$ cat config.mk
export PLATFORM = sky130hd
export DESIGN_NAME = mac_seq_flat
export DESIGN_NICKNAME = d
export VERILOG_FILES = /design/src/rtl/mac_seq_if.sv /design/src/rtl/mac_seq.sv /design/src/flat_wrapper.sv
export SDC_FILE = /design/constraint.sdc
export NUM_CORES = 1
export LEC_CHECK = 0
export ABC_AREA = 1
export CORE_MARGIN = 2
export CORE_UTILIZATION = 61
export DETAILED_ROUTE_END_ITERATION = 8
export GPL_TIMING_DRIVEN = 0
export PLACE_DENSITY = 0.83
export SLEW_MARGIN = 20
export SYNTH_ARGS = -nofsm -noshare
export SYNTH_HDL_FRONTEND = slang
export SYNTH_SLANG_ARGS = --single-unit
$ cat constraint.sdc
create_clock -name clk -period 7.4 [get_ports clk]
set_clock_uncertainty 0.2 [all_clocks]
set_input_delay 1.11 -clock clk [delete_from_list [all_inputs] [get_ports clk]]
set_output_delay 1.11 -clock clk [all_outputs]
set_load 0.05 [all_outputs]
$ cat src/rtl/mac_seq_if.sv
// Handshake and data bundle for the sequential multiplier-accumulator.
// The master drives the request side; the slave (mac_seq) drives the results.
interface mac_seq_if #(
    parameter int N     = 8,
    parameter int ACC_W = 2*N+4
);
    logic               start;
    logic               acc_en;
    logic               clr_acc;
    logic [N-1:0]       a;
    logic [N-1:0]       b;
    logic               busy;
    logic               done;
    logic [2*N-1:0]     product;
    logic [ACC_W-1:0]   acc;
    logic               overflow;

    modport master (
        output start, acc_en, clr_acc, a, b,
        input  busy, done, product, acc, overflow
    );

    modport slave (
        input  start, acc_en, clr_acc, a, b,
        output busy, done, product, acc, overflow
    );
endinterface

$ cat src/rtl/mac_seq.sv
// Sequential unsigned N x N shift-and-add multiplier with optional
// accumulation into a wide sticky-overflow accumulator.
module mac_seq #(
    parameter int N     = 8,
    parameter int ACC_W = 2*N+4
) (
    input  logic       clk,
    input  logic       rst,
    mac_seq_if.slave   bus
);
    localparam int CNT_W = $clog2(N);

    localparam logic [1:0] IDLE = 2'd0;
    localparam logic [1:0] MULT = 2'd1;
    localparam logic [1:0] ACC  = 2'd2;

    logic [1:0]       state;
    logic [CNT_W-1:0] count;
    logic [N-1:0]     mcand;
    logic [N-1:0]     mplier;
    logic             acc_en_q;
    logic [2*N-1:0]   partial;
    logic [ACC_W-1:0] acc_base;
    logic [ACC_W:0]   acc_sum;

    assign bus.busy = (state == MULT) || (state == ACC);

    // A clear coincident with the ACC edge takes effect before the add.
    always_comb begin
        acc_base = bus.clr_acc ? '0 : bus.acc;
        acc_sum  = {1'b0, acc_base} + {{(ACC_W+1-2*N){1'b0}}, partial};
    end

    always_ff @(posedge clk) begin
        if (rst) begin
            state        <= IDLE;
            count        <= '0;
            mcand        <= '0;
            mplier       <= '0;
            acc_en_q     <= 1'b0;
            partial      <= '0;
            bus.done     <= 1'b0;
            bus.product  <= '0;
            bus.acc      <= '0;
            bus.overflow <= 1'b0;
        end else begin
            bus.done <= 1'b0;
            if (bus.clr_acc) begin
                bus.acc      <= '0;
                bus.overflow <= 1'b0;
            end
            case (state)
                IDLE: begin
                    if (bus.start) begin
                        mcand    <= bus.a;
                        mplier   <= bus.b;
                        acc_en_q <= bus.acc_en;
                        partial  <= '0;
                        count    <= '0;
                        state    <= MULT;
                    end
                end
                MULT: begin
                    if (mplier[0])
                        partial <= partial + ({{N{1'b0}}, mcand} << count);
                    mplier <= mplier >> 1;
                    count  <= count + CNT_W'(1);
                    if (count == CNT_W'(N-1))
                        state <= ACC;
                end
                ACC: begin
                    bus.product <= partial;
                    if (acc_en_q) begin
                        bus.acc <= acc_sum[ACC_W-1:0];
                        if (acc_sum[ACC_W])
                            bus.overflow <= 1'b1;
                    end
                    bus.done <= 1'b1;
                    state    <= IDLE;
                end
                default: state <= IDLE;
            endcase
        end
    end
endmodule
$ cat src/flat_wrapper.sv
// flat-port wrapper written by rule: the top's interface ports become plain ports
module mac_seq_flat 
#(
    parameter int N     = 8,
    parameter int ACC_W = 2*N+4
)
  (clk, rst, bus_start, bus_acc_en, bus_clr_acc, bus_a, bus_b, bus_busy, bus_done, bus_product, bus_acc, bus_overflow);
  mac_seq_if #(.N(N), .ACC_W(ACC_W)) bus_i ();
  input  logic clk;
  input  logic rst;
  input wire logic [$bits(bus_i.start)-1:0] bus_start;
  input wire logic [$bits(bus_i.acc_en)-1:0] bus_acc_en;
  input wire logic [$bits(bus_i.clr_acc)-1:0] bus_clr_acc;
  input wire logic [$bits(bus_i.a)-1:0] bus_a;
  input wire logic [$bits(bus_i.b)-1:0] bus_b;
  output wire logic [$bits(bus_i.busy)-1:0] bus_busy;
  output wire logic [$bits(bus_i.done)-1:0] bus_done;
  output wire logic [$bits(bus_i.product)-1:0] bus_product;
  output wire logic [$bits(bus_i.acc)-1:0] bus_acc;
  output wire logic [$bits(bus_i.overflow)-1:0] bus_overflow;
  assign bus_i.start = bus_start;
  assign bus_i.acc_en = bus_acc_en;
  assign bus_i.clr_acc = bus_clr_acc;
  assign bus_i.a = bus_a;
  assign bus_i.b = bus_b;
  assign bus_busy = bus_i.busy;
  assign bus_done = bus_i.done;
  assign bus_product = bus_i.product;
  assign bus_acc = bus_i.acc;
  assign bus_overflow = bus_i.overflow;
  mac_seq #(.N(N), .ACC_W(ACC_W)) u_core (.clk(clk), .rst(rst), .bus(bus_i));
endmodule
=== After elaboration in Yosys (flattened, before gate mapping) ===
Cells that the tools add are included.

* Register bits after elaboration: 76
* Input port bits: 21

* Add/subtract/negate cells: 3
* Equal/unequal tests: 6
* Shift-type cells: 1
* Mux-type cells: 18
* Reductions and logical operators: 7

{| class="wikitable"
|+ Operators by type and width
! cell !! count
|-
| $mux 20 || 3
|-
| $mux 16 || 2
|-
| $pmux 16 s2 || 1
|-
| $add 20x16->21 || 1
|-
| $add 16x16->16 || 1
|-
| $pmux 8 s2 || 1
|-
| $shl 8x3->16 || 1
|-
| $mux 8 || 1
|-
| $pmux 3 s2 || 1
|-
| $reduce_and 2->1 || 3
|-
| $mux 1 || 5
|-
| $mux 2 || 2
|-
| $ne 2x2->1 const B || 2
|-
| $pmux 2 s2 || 1
|-
| $add 3x1->3 const B || 1
|-
| $eq 3x3->1 const B || 1
|-
| $mux 3 || 1
|-
| $reduce_and 3->1 || 1
|-
| $eq 2x1->1 const B || 1
|-
| $eq 2x2->1 const B || 1
|-
| $logic_not 2->1 || 1
|-
| $ne 2x1->1 const B || 1
|-
| $reduce_bool 2->1 || 1
|-
| $logic_or 1x1->1 || 1
|}

=== Logic depth before layout (Yosys ltp) ===
Gate-level depths: netlist of the first run.

* Word-level depth: 5
* Mapped depth: 18

=== Least setup slack after synthesis of the first run ===
Ideal clock, no wire load.

* Kind: in2reg
* Start: input bus_clr_acc
* End: register u_core.bus.acc[13]
* Library setup time: 109 ps
* Arrival time: 2819 ps
* Required time: 7091 ps
* Path slack: 4272 ps
* Stages on the path: 16
* Path buffers: 2
* Cells stage by stage: buf_2 -> clkinv_1 -> buf_2 -> nand2_1 -> inv_1 -> ha_1 -> nand2_1 -> inv_1 -> a21oi_1 -> nor2_1 -> nor2_1 -> nand2_1 -> nand2_1 -> nand3_1 -> nand2_1 -> inv_1

* Cells in the longest elaborated chain, start to end: 4

{| class="wikitable"
|+ Ends and longest elaborated chain
! item !! line !! RTL
|-
| start: declaration || flat_wrapper.sv:13 || <nowiki>input wire logic [$bits(bus_i.clr_acc)-1:0] bus_clr_acc;</nowiki>
|-
| $mux 20 (*) || mac_seq.sv:30, mac_seq.sv:48 ||
|-
| $add 20x16->21 || mac_seq.sv:31 || <nowiki>acc_sum = {1'b0, acc_base} + {{(ACC_W+1-2*N){1'b0}}, partial};</nowiki>
|-
| $mux 20 || mac_seq.sv:73 || <nowiki>if (acc_en_q) begin</nowiki>
|-
| $mux 20 (*) || mac_seq.sv:52 || <nowiki>case (state)</nowiki>
|-
| end signal: assignment || mac_seq.sv:74 || <nowiki>bus.acc <= acc_sum[ACC_W-1:0];</nowiki>
|-
| end: declaration || mac_seq_if.sv:25 || <nowiki>output busy, done, product, acc, overflow</nowiki>
|}

Every way passes the cells marked *; elsewhere a longest branch is shown, timed or not.
A chain may end at the register's enable or synchronous reset.

=== Worst setup path after layout of the first run ===
* Start: input bus_clr_acc
* End: register u_core.bus.overflow

* Cells in the longest elaborated chain, start to end: 5
* Elaborated cells between the ends (all ways): 6
* Those cells by class: add/sub: 1; mux: 5

{| class="wikitable"
|+ Ends and longest elaborated chain
! item !! line !! RTL
|-
| $mux 20 || mac_seq.sv:30 || <nowiki>acc_base = bus.clr_acc ? '0 : bus.acc;</nowiki>
|-
| $add 20x16->21 || mac_seq.sv:31 ||
|-
| $mux 1 || mac_seq.sv:75 || <nowiki>if (acc_sum[ACC_W])</nowiki>
|-
| $mux 1 || mac_seq.sv:73 ||
|-
| $mux 1 (*) || mac_seq.sv:52 ||
|-
| end signal: assignment || mac_seq.sv:45 || <nowiki>bus.overflow <= 1'b0;</nowiki>
|-
| end signal: assignment || mac_seq.sv:50 || <nowiki>bus.overflow <= 1'b0;</nowiki>
|-
| end signal: assignment || mac_seq.sv:76 || <nowiki>bus.overflow <= 1'b1;</nowiki>
|-
| end: declaration || mac_seq_if.sv:25 ||
|}

Marks and branches as above.

==> metrics.txt, run 1 <==
status finished clean; cells along the critical path buf_2 -> clkinv_1 -> buf_2 -> nand2_1 -> inv_1 -> ha_1 -> nand3_1 -> nand2_1 -> nand3_1 -> nand2_1 -> nand2_1 -> nand2_1 -> nand3_1 -> a21oi_1; Setup-failing EPs final 0; Layout area overhead 17.6%; CP required 7.47 ns; CTS Root Cell clkbuf_8; Worst VDD drop 145 uV; max incr delay on CP 0.37 ns; fin util around 74%; Buf/Inv on CP 4; EDFF count, synth 0; pwr/cell area 171 mW/mm^2; pre-CTS worst setup slack 3.78 ns; Worst Path Arrival between 3 and 4 ns; syn nets between 900 and 1,000; Ports 60; die extent in y 96.1 um; RSZ-0062 raised after global routing false; slowest cell on the critical path ha_1; post-synth top area cell dfxtp_1; WL/cell about 14 um; #FFs+latches synth 76; final hold vios 0; worst setup margin 4.11 ns; Hold Buf Count CTS 0; Die Width 96.1 um; reg-to-reg startpoint u_core.count[0]$_SDFFE_PP0P_; diodes inserted 0; fmax ~300 MHz; critical path class in2reg; most frequent CP cell nand2_1; core footprint between 0.008 and 0.009 mm^2; Slew Limit Fails 0; share of cells above drive strength 1 under 10%; largest net degree at the start of global routing 16; vias in the first global route 4,985; mapped cell area slightly above 0.005 mm^2; Synth cell types 34; worst r2r dst u_core.partial[15]$_SDFFE_PP0P_; Crit path depth 14; Skew-Pair Late Insertion Delay 0.35 ns; Startpoint Class input port; Lkg Pwr about 3.1 nW; part of the Yosys area used for sequential elements 29.4%; CTS buffer count 9; cells after synthesis 850; Initial DRC Count between 300 and 400; largest fanout on the critical path 10; grt ovf 0; DR DRC count 0; Die Footprint approximately 0.0092 mm^2; routability congestion estimate 0.959; ys flop type dfxtp_1; Reg2Reg Setup Slack 4.34 ns; asr flop ratio synth 0%; post-route ant nets 0; Worst setup startpoint bus_clr_acc; IO Port Bufs between 50 and 60; crit path capture type register; Synth area leaders dfxtp_1 29%, nand2_1 18%, inv_1 9.5%; drt pass-1 iters 5; initial antenna violation count 0; first-pass GRT wire length 23,000 um; Avg Cell Area, Syn 6.08 um^2; CTS tree built; Via density 5.42; GRT Overall Usage 31.8%; Final #Nets 977; Setup TNS 0 ns; Final period util 44.4%; max-cap viol count 0; H-tree depth 3; CTS resizes 0; Filler cells 695; Worst Max-Slew Pin Slew 0.644 ns; worst hold path depth 2; crit path to u_core.bus.overflow$_SDFF_PP0_; Yosys Warn Count 0; R2R depth 14; HP Class reg2reg; via count 5,576; Slew HR 57.1%; Final min period 3.29 ns; # Post-CTS Setup Buffers 0; detailed placer's ending HPWL 11,300 um; clock-pin slew on the worst setup and hold paths 0.10 ns; CTS Sinks 76; # rows 33; final WL roughly 14,000 um; Synth top area share 29.4%; starting density of the core between 60% and 70%; critical path's top delay family simple AND/OR/NAND/NOR gates; clock tree buffer depth 2
## metrics by stage
stage                     power [mW]  cell area (um^2)  cells  hold slack (ns)
after floorplan                0.634              5170    850            0.239
after global placement         0.706              5870   1012            0.255
after detailed placement       0.713              5870   1012            0.261
after CTS                       1.04              6080   1028            0.270
after global routing            1.09              6080   1028            0.288
final                           1.04              6080   1028            0.276
## worst register-to-register path, stage by stage, from the launching register on
cell	delay, ns
dfxtp_1	0.46
clkbuf_1	0.36
nand2_1	0.08
o21ai_0	0.10
o21ai_0	0.16
o21ai_0	0.32
ha_1	0.34
nand2_1	0.15
inv_1	0.06
a21oi_1	0.23
inv_1	0.06
a21oi_1	0.14
nand2_1	0.09
a21oi_1	0.14
nor2_1	0.06
## report_power, final
| part | internal [mW] | leakage (nW) | switching, mW |
|---|---|---|---|
| Clock | 0.161 | 0.0984 | 0.172 |
| Combinational | 0.0801 | 2.34 | 0.168 |
| Sequential | 0.438 | 0.619 | 0.0207 |
| Total | 0.679 | 3.05 | 0.361 |
## cell type report
| class | count | area [um^2] | share of cell area, % |
|---|---|---|---|
| buffer | 26 | 109 | 1.79 |
| clock buffer | 9 | 124 | 2.04 |
| clock inverter | 7 | 82.6 | 1.36 |
| inverter | 135 | 507 | 8.34 |
| multi-input combinational | 613 | 3030 | 49.9 |
| sequential | 76 | 1520 | 25.0 |
| tap | 105 | 131 | 2.16 |
| timing repair buffer | 57 | 571 | 9.39 |
## cell families (layout without fill, tap and decap cells)
group	after synthesis	after routing	synth area share, %
buffers and inverters	161	234	11.9
adder cells (fa/ha/maj)	38	38	9.49
AND/OR/NAND/NOR	423	423	33.2
AO/OA/AOI/OAI	146	146	14.9
multiplexers	4	4	0.775
XOR/XNOR	2	2	0.339
flip-flops	76	76	29.4
## worst min-delay path by stage
| stage | slack, ns | to | startpoint |
|---|---|---|---|
| 2_1_floorplan | 0.24 | u_core.mplier[7]$_SDFFE_PP0P_ | u_core.mplier[7]$_SDFFE_PP0P_ |
| 3_3_place_gp | 0.26 | u_core.mplier[7]$_SDFFE_PP0P_ | u_core.mplier[7]$_SDFFE_PP0P_ |
| 3_5_place_dp | 0.26 | u_core.mplier[7]$_SDFFE_PP0P_ | u_core.mplier[7]$_SDFFE_PP0P_ |
| 4_1_cts | 0.27 | u_core.mplier[5]$_SDFFE_PP0P_ | u_core.mplier[6]$_SDFFE_PP0P_ |
| 5_1_grt | 0.29 | u_core.mplier[5]$_SDFFE_PP0P_ | u_core.mplier[6]$_SDFFE_PP0P_ |
| 6_report | 0.28 | u_core.mplier[5]$_SDFFE_PP0P_ | u_core.mplier[6]$_SDFFE_PP0P_ |
## cell usage in the layout (no fill, tap or decap), drive strengths merged
master	Yosys	routed
and2	2	2
clkdlybuf4s50	0	57
nor3	4	4
xor2	1	1
nor2	96	96
o211ai	2	2
mux2i	4	4
clkbuf	18	27
xnor2	1	1
and3	1	1
o21ai	63	63
o21bai	1	1
dfxtp	76	76
fa	2	2
o22ai	1	1
a211oi	1	1
nand4	5	5
nor4	1	1
clkinv	2	3
inv	133	136
a21oi	69	69
a31oi	9	9
nand3b	2	2
buf	8	8
nand3	68	68
bufinv	0	1
nand2	242	242
ha	36	36
clkinvlp	0	2
or2	2	2
## state kept, by name (all words and copies together) (netlist names)
name,count
u_core.state,2
u_core.bus.done,1
u_core.bus.product,16
u_core.bus.overflow,1
u_core.acc_en_q,1
u_core.count,3
u_core.bus.acc,20
u_core.mplier,8
u_core.partial,16
u_core.mcand,8
## synthesized netlist by cell type (4+ instances only)
cell type / count
a31oi_1: 9
mux2i_1: 4
nand3_1: 68
a21oi_1: 69
o21ai_0: 57
dfxtp_1: 76
nand2_1: 242
clkbuf_1: 18
nor3_1: 4
o21ai_1: 4
nand4_1: 5
inv_1: 131
buf_2: 6
nor2_1: 95
ha_1: 36
## routing by layer
metal	vias up	global-route usage (%)	share of wire [%]	wire length, um
met5	-	0	0	0
met4	0	9.88	2.1	296
met3	24	4.07	5.0	706
met2	189	52.8	47	6610
met1	2516	43.0	46	6490
li1	2847	-	-	-
Power figures use the tool's default switching activity.
==> run 2: changes to the inputs <==
--- a/config.mk
+++ b/config.mk
@@ -7,10 +7,10 @@
 export LEC_CHECK = 0
 export ABC_AREA = 1
 export CORE_MARGIN = 2
-export CORE_UTILIZATION = 61
+export CORE_UTILIZATION = 57
 export DETAILED_ROUTE_END_ITERATION = 8
 export GPL_TIMING_DRIVEN = 0
-export PLACE_DENSITY = 0.83
+export PLACE_DENSITY = 0.78
 export SLEW_MARGIN = 20
 export SYNTH_ARGS = -nofsm -noshare
 export SYNTH_HDL_FRONTEND = slang
==> constraint.sdc (replaced) <==
create_clock -name clk -period 3.15 [get_ports clk]
set_clock_uncertainty 0.2 [all_clocks]
set_input_delay 0.4725 -clock clk [delete_from_list [all_inputs] [get_ports clk]]
set_output_delay 0.4725 -clock clk [all_outputs]
set_load 0.05 [all_outputs]
==> run 2 against run 1 <==
  * Via count down 1.5%
  * Flip-flop and latch count is the same
  * First-iteration DRC count is 2.9% higher
  * Combinational power up 140%
  * Critical endpoint is now u_core.partial[8]$_SDFFE_PP0P_
  * Sequential power up 140%
  * Clock power rose to 2.5 times the previous value
  * Core utilization decreased by 4.4 points
==> metrics.txt, run 2 (synthesis results as in run 1) <==
status finished clean (unchanged); most common cell after layout, fill and taps aside nand2_1 (unchanged); largest registers u_core.bus.acc (20), u_core.bus.product (16), u_core.partial (16) (unchanged); detailed placer's ending HPWL 11,300 um (about the same); starting density of the core 59.0% (was 62.9%); Final min period between 2 and 3 ns; Die Width 99.2 um (was 96.1 um); worst hold path depth 2 (unchanged); Final #Nets 977 (unchanged); max-cap viol count 0 (unchanged); clock-pin slew on the worst setup and hold paths 0.08 ns (was 0.10 ns); Buf/Inv on CP 2 (was 4); IO Port Bufs 57 (unchanged); Setup TNS 0 ns (unchanged); largest fanout on the critical path 10 (unchanged); CP required 3.16 ns (was 7.47 ns); CTS tree built (unchanged); Ports 60 (unchanged); Initial DRC Count 317 (was 308); Die Footprint 0.00985 mm^2 (was 0.00923 mm^2); Slew HR 57.8% (was 57.1%); crit path capture type register (unchanged); post-route ant nets 0 (unchanged); largest net degree at the start of global routing 15 (was 16); final hold vios 0 (unchanged); CTS Sinks 76 (unchanged); GRT Overall Usage 29.1% (was 31.8%); # Post-CTS Setup Buffers 0 (unchanged); Worst Path Arrival 2.89 ns (was 3.36 ns); core footprint 0.00876 mm^2 (was 0.00822 mm^2); diodes inserted 0 (unchanged); Crit path depth 13 (was 14); Via density 5.33 (was 5.42); drt pass-1 iters 5 (unchanged); die extent in y 99.2 um (was 96.1 um); Setup-failing EPs final 0 (unchanged); DR DRC count 0 (unchanged); most frequent CP cell nand2_1 (unchanged); fin util 69.6% (was 74.0%); clock tree buffer depth 2 (unchanged); critical path class reg2reg (was in2reg); final cell count without fillers 1,031 (was 1,028); HP Class reg2reg (unchanged); Largest register FFs 20 (unchanged); first-pass GRT wire length 23,100 um (was 23,000 um); initial antenna violation count 0 (unchanged); Startpoint Class register (was input port); grt ovf 0 (unchanged); Skew-Pair Late Insertion Delay 0.35 ns (about the same); flip-flop and latch area 0.00152 mm^2 (unchanged); Power, Total 2.50 mW (was 1.04 mW); final WL 14,000 um (was 14,100 um); slowest cell on the critical path fa_1 (was ha_1); fmax 347 MHz; cells along the critical path clkbuf_2 -> nand2_1 -> nand2_1 -> nand2_1 -> nor2_1 -> inv_1 -> fa_1 -> o21bai_1 -> nand3_1 -> nand2_1 -> nand2_1 -> nand3_1 -> a21oi_1 (was buf_2 -> clkinv_1 -> buf_2 -> nand2_1 -> inv_1 -> ha_1 -> nand3_1 -> nand2_1 -> nand3_1 -> nand2_1 -> nand2_1 -> nand2_1 -> nand3_1 -> a21oi_1); CTS Root Cell clkbuf_8 (unchanged); post-route cell area 0.00610 mm^2 (was 0.00608 mm^2); Final period util about nine tenths; Multi-input gate area 0.00303 mm^2 (unchanged); Worst VDD drop 360 uV (was 145 uV); critical path's top delay family simple AND/OR/NAND/NOR gates (unchanged); H-tree depth 3 (unchanged); Slew Limit Fails 0 (unchanged); placed cell count 1,015 (was 1,012); vias in the first global route 5,001 (was 4,985); most frequent cells in the layout 242 x nand2_1, 131 x inv_1, 95 x nor2_1 (unchanged); # rows 34 (was 33); R2R depth 13 (was 14); Worst Max-Slew Pin Slew 0.633 ns (was 0.644 ns); RSZ-0062 raised after global routing false (unchanged); WL/cell 13.6 um (was 13.7 um); max incr delay on CP 0.49 ns (was 0.37 ns); Hold Buf Count CTS 0 (unchanged); share of cells above drive strength 1 3.36% (was 3.25%); Largest Register u_core.bus.acc (unchanged); routability congestion estimate 0.936 (was 0.959); Layout area overhead 18.0% (was 17.6%); via count 5,494 (was 5,576); Lkg Pwr 3.06 nW (was 3.05 nW); Filler cells 818 (was 695); pwr/cell area 410 mW/mm^2 (was 171 mW/mm^2); CTS buffer count 9 (unchanged); dpl cell area 0.00587 mm^2 (about the same)
## run 2: cell types whose count changed in the layout (fill, tap and decap cells not counted), sizes merged
cell / delta
clkinvlp: +1
inv: -2
bufinv: +1
## run 2: area by class of cell
| class | count | share of cell area, % |
|---|---|---|
| buffer | 26 | 1.81 |
| tap | 108 | 2.22 |
| multi-input combinational | 613 | 49.7 |
| sequential | 76 | 24.9 |
| clock buffer | 9 | 2.03 |
| inverter | 135 | 8.31 |
| timing repair buffer | 57 | 9.35 |
| clock inverter | 7 | 1.64 |
## run 2: final timing paths
kind	slack, ns	to	startpoint
worst min register to register	0.28	u_core.mplier[7]$_SDFFE_PP0P_	u_core.mplier[7]$_SDFFE_PP0P_
worst max-delay path	0.27	u_core.partial[8]$_SDFFE_PP0P_	u_core.count[0]$_SDFFE_PP0P_
worst min-delay path	0.28	u_core.mplier[7]$_SDFFE_PP0P_	u_core.mplier[7]$_SDFFE_PP0P_
worst max register to register	0.27	u_core.partial[8]$_SDFFE_PP0P_	u_core.count[0]$_SDFFE_PP0P_
## run 2: power by group
| group | leakage, nW | internal, mW | switching (mW) |
|---|---|---|---|
| Clock | 0.102 | 0.450 | 0.391 |
| Sequential | 0.619 | 1.03 | 0.0488 |
| Combinational | 2.34 | 0.189 | 0.394 |
## run 2: through the flow
stage	hold WS [ns]	worst slack (ns)
CTS	0.278	0.166
finish	0.276	0.269
global route	0.304	0.0196
floorplan	0.239	0.659
detailed placement	0.267	0.160
global placement	0.258	0.227
## run 2: worst register-to-register path, stage by stage, from the launching register on
cell      delay [ns]
dfxtp_1         0.46
clkbuf_2        0.27
nand2_1         0.07
nand2_1         0.08
nand2_1         0.07
nor2_1          0.21
inv_1           0.10
fa_1            0.49
o21bai_1        0.38
nand3_1         0.15
nand2_1         0.09
nand2_1         0.05
nand3_1         0.08
a21oi_1         0.06
## run 2: repair_timing
item                                   in CTS  in global routing
endpoints found under the hold margin       0                  0
setup endpoints to repair                   0                  8
gates resized for setup                     0                  3
## run 2: metal layers
layer | global-route usage, % | share of wire, % | vias to the layer above
met4 | 8.64 | 1.6 | 0
met1 | 39.2 | 47 | 2481
met3 | 3.23 | 4.4 | 16
met2 | 49.3 | 47 | 143
met5 | 0 | 0 | -
li1 | - | - | 2854
==> run 3: changes to the inputs <==
--- a/config.mk
+++ b/config.mk
@@ -7,10 +7,11 @@
 export LEC_CHECK = 0
 export ABC_AREA = 1
 export CORE_MARGIN = 2
-export CORE_UTILIZATION = 57
+export CORE_UTILIZATION = 40
 export DETAILED_ROUTE_END_ITERATION = 8
 export GPL_TIMING_DRIVEN = 0
-export PLACE_DENSITY = 0.78
+export MAX_ROUTING_LAYER = met4
+export PLACE_DENSITY = 0.57
 export SLEW_MARGIN = 20
 export SYNTH_ARGS = -nofsm -noshare
 export SYNTH_HDL_FRONTEND = slang
==> run 3 against run 2 <==
  * Sequential share of layout area fell by 0.65 points
  * Clock power rose by 30%
  * Count of clock-buffer cells in the layout rose by 1
  * Via count fell by 0.87%
  * Total power rose by 10%
  * First-iteration DRC count fell by 1.3%
  * Final area rose by 2.7%
  * Largest cell class unchanged
==> metrics.txt, run 3 (synthesis results as in run 1) <==
diodes inserted 0 (unchanged); Hold Buf Count CTS 0 (unchanged); Ports 60 (unchanged); clock tree buffer depth 2 (unchanged); Setup TNS 0 ns (unchanged); core footprint 0.0126 mm^2 (was 0.00876 mm^2); GRT Overall Usage 22.5% (was 29.1%); pwr/cell area 441 mW/mm^2 (was 410 mW/mm^2); final hold vios 0 (unchanged); Die Width 118 um (was 99.2 um); clock-pin slew on the worst setup and hold paths 0.06 ns (was 0.08 ns); Largest Register u_core.bus.acc (unchanged); CTS Root Cell clkbuf_16 (was clkbuf_8); CTS tree built (unchanged); RSZ-0062 raised after global routing false (unchanged); placed cell count 1,079 (was 1,015); critical path class reg2reg (unchanged); cells along the critical path clkbuf_2 -> nand2_1 -> o21ai_0 -> o21ai_0 -> o21ai_0 -> ha_1 -> nand2_1 -> inv_1 -> a21oi_1 -> inv_1 -> a21oi_1 -> nand2_1 -> a21oi_1 -> nor2_1 (was clkbuf_2 -> nand2_1 -> nand2_1 -> nand2_1 -> nor2_1 -> inv_1 -> fa_1 -> o21bai_1 -> nand3_1 -> nand2_1 -> nand2_1 -> nand3_1 -> a21oi_1); max-cap viol count 0 (unchanged); slowest cell on the critical path dfxtp_1 (was fa_1); Via density 4.98 (was 5.33); most frequent cells in the layout 242 x nand2_1, 131 x inv_1, 95 x nor2_1 (unchanged); CTS Sinks 76 (unchanged); reg-to-reg startpoint u_core.count[0]$_SDFFE_PP0P_ (unchanged); sw power 854 uW (was 834 uW); Worst setup startpoint u_core.count[0]$_SDFFE_PP0P_ (unchanged); largest net degree at the start of global routing 13 (was 15); largest fanout on the critical path 10 (unchanged); Final period util 93.2% (was 91.5%); CTS resizes 0 (unchanged); Final #Nets 977 (unchanged); drt pass-1 iters 5 (unchanged); Buf/Inv on CP 3 (was 2); Slew Limit Fails 0 (unchanged); hold_sp u_core.bus.overflow$_SDFF_PP0_ (was u_core.mplier[7]$_SDFFE_PP0P_); share of cells above drive strength 1 3.15% (was 3.36%); # Post-CTS Setup Buffers 0 (unchanged); Initial DRC Count 313 (was 317); final WL 15,000 um (was 14,000 um); Worst Path Arrival 2.97 ns (was 2.89 ns); Worst VDD drop 299 uV (was 360 uV); DR DRC count 0 (unchanged); IO Port Bufs 57 (unchanged); combinational power share 21.4% (was 23.3%); CP required 3.18 ns (was 3.16 ns); post-route cell area 0.00626 mm^2 (was 0.00610 mm^2); Lkg Pwr 3.11 nW (was 3.06 nW); grt ovf 0 (unchanged); Largest register FFs 20 (unchanged); routability congestion estimate 0.931 (was 0.936); initial antenna violation count 0 (unchanged); fmax 341 MHz (was 347 MHz); WL/cell 13.7 um (was 13.6 um); HP Class reg2reg (unchanged); die extent in y 118 um (was 99.2 um); Worst Max-Slew Pin Slew 0.638 ns (was 0.633 ns); Layout area overhead 21.2% (was 18.0%); status finished clean (unchanged); dpl cell area 0.00595 mm^2 (was 0.00587 mm^2); Slew HR 57.5% (was 57.8%); crit path capture type register (unchanged); critical path's top delay family compound AO/OA/AOI/OAI gates (was simple AND/OR/NAND/NOR gates); starting density of the core 41.0% (was 59.0%); Sw Share 31.0% (was 33.3%); Internal 1.91 mW (was 1.67 mW); Final min period 2.94 ns (was 2.88 ns); first-pass GRT wire length 24,300 um (was 23,100 um); CTS buffer count 9 (unchanged); Startpoint Class register (unchanged); # rows 41 (was 34); post-route ant nets 0 (unchanged); Setup-failing EPs final 0 (unchanged); final cell count without fillers 1,094 (was 1,031); detailed placer's ending HPWL 12,100 um (was 11,300 um); via count 5,446 (was 5,494); sequential share of power 39.0% (was 43.1%); clock power share 39.6% (was 33.6%); Die Footprint 0.0138 mm^2 (was 0.00985 mm^2); most common cell after layout, fill and taps aside nand2_1 (unchanged); vias in the first global route 4,944 (was 5,001); H-tree depth 3 (unchanged); largest registers u_core.bus.acc (20), u_core.bus.product (16), u_core.partial (16) (unchanged); Skew-Pair Late Insertion Delay 0.34 ns (was 0.35 ns); fin util 49.6% (was 69.6%); max incr delay on CP 0.44 ns (was 0.49 ns)
[run 3: cell count changes in the layout (fill, tap and decap cells not counted), moves of 2 or more]
cell and delta:
clkbuf_8 -9, clkbuf_16 +9, clkinv_2 +2, clkinvlp_4 -2
[run 3: cell type report]
cell class,instances,area [um^2]
Buffer,26,110
Clock buffer,10,229
Clock inverter,5,77.6
Fill cell,1328,6360
Inverter,135,507
Multi-Input combinational cell,613,3030
Sequential cell,76,1520
Tap cell,172,215
Timing Repair Buffer,57,571
[run 3: worst paths after layout]
| check | end | cells past startpoint | slack (ns) |
|---|---|---|---|
| worst min register to register | u_core.bus.overflow$_SDFF_PP0_ | 2 | 0.26 |
| worst min-delay path | u_core.bus.overflow$_SDFF_PP0_ | 2 | 0.26 |
| worst max register to register | u_core.partial[15]$_SDFFE_PP0P_ | 14 | 0.21 |
| worst max-delay path | u_core.partial[15]$_SDFFE_PP0P_ | 14 | 0.21 |
[run 3: through the flow]
stage               setup WS [ns]  total power, mW  hold slack [ns]
finish                      0.213             2.76            0.264
floorplan                   0.659             1.49            0.239
global placement            0.148             1.68            0.258
global route              0.00473             2.90            0.285
detailed placement          0.117             1.68            0.257
CTS                         0.109             2.78            0.266
[run 3: power groups by stage]
stage	registers (mW)	logic, mW	clock network (mW)
6_report	1.08	0.589	1.09
5_1_grt	1.08	0.647	1.17
4_1_cts	1.08	0.589	1.12
3_5_place_dp	1.10	0.587	0
3_3_place_gp	1.09	0.580	0
2_1_floorplan	1.19	0.299	0
[run 3: layer usage]
| layer | routed length, um | global-route usage, % | vias to the layer above |
|---|---|---|---|
| li1 | - | - | 2847 |
| met1 | 7240 | 29.1 | 2449 |
| met2 | 6860 | 36.9 | 135 |
| met3 | 718 | 2.86 | 15 |
| met4 | 218 | 6.78 | 0 |
| met5 | 0 | - | - |
[run 3: worst reg2reg max path, cell delays in order (launching register included)]
cell and delay [ns]:
dfxtp_1 0.44, clkbuf_2 0.27, nand2_1 0.07, o21ai_0 0.09, o21ai_0 0.13, o21ai_0 0.34, ha_1 0.35, nand2_1 0.15
inv_1 0.05, a21oi_1 0.22, inv_1 0.06, a21oi_1 0.16, nand2_1 0.11, a21oi_1 0.13, nor2_1 0.06
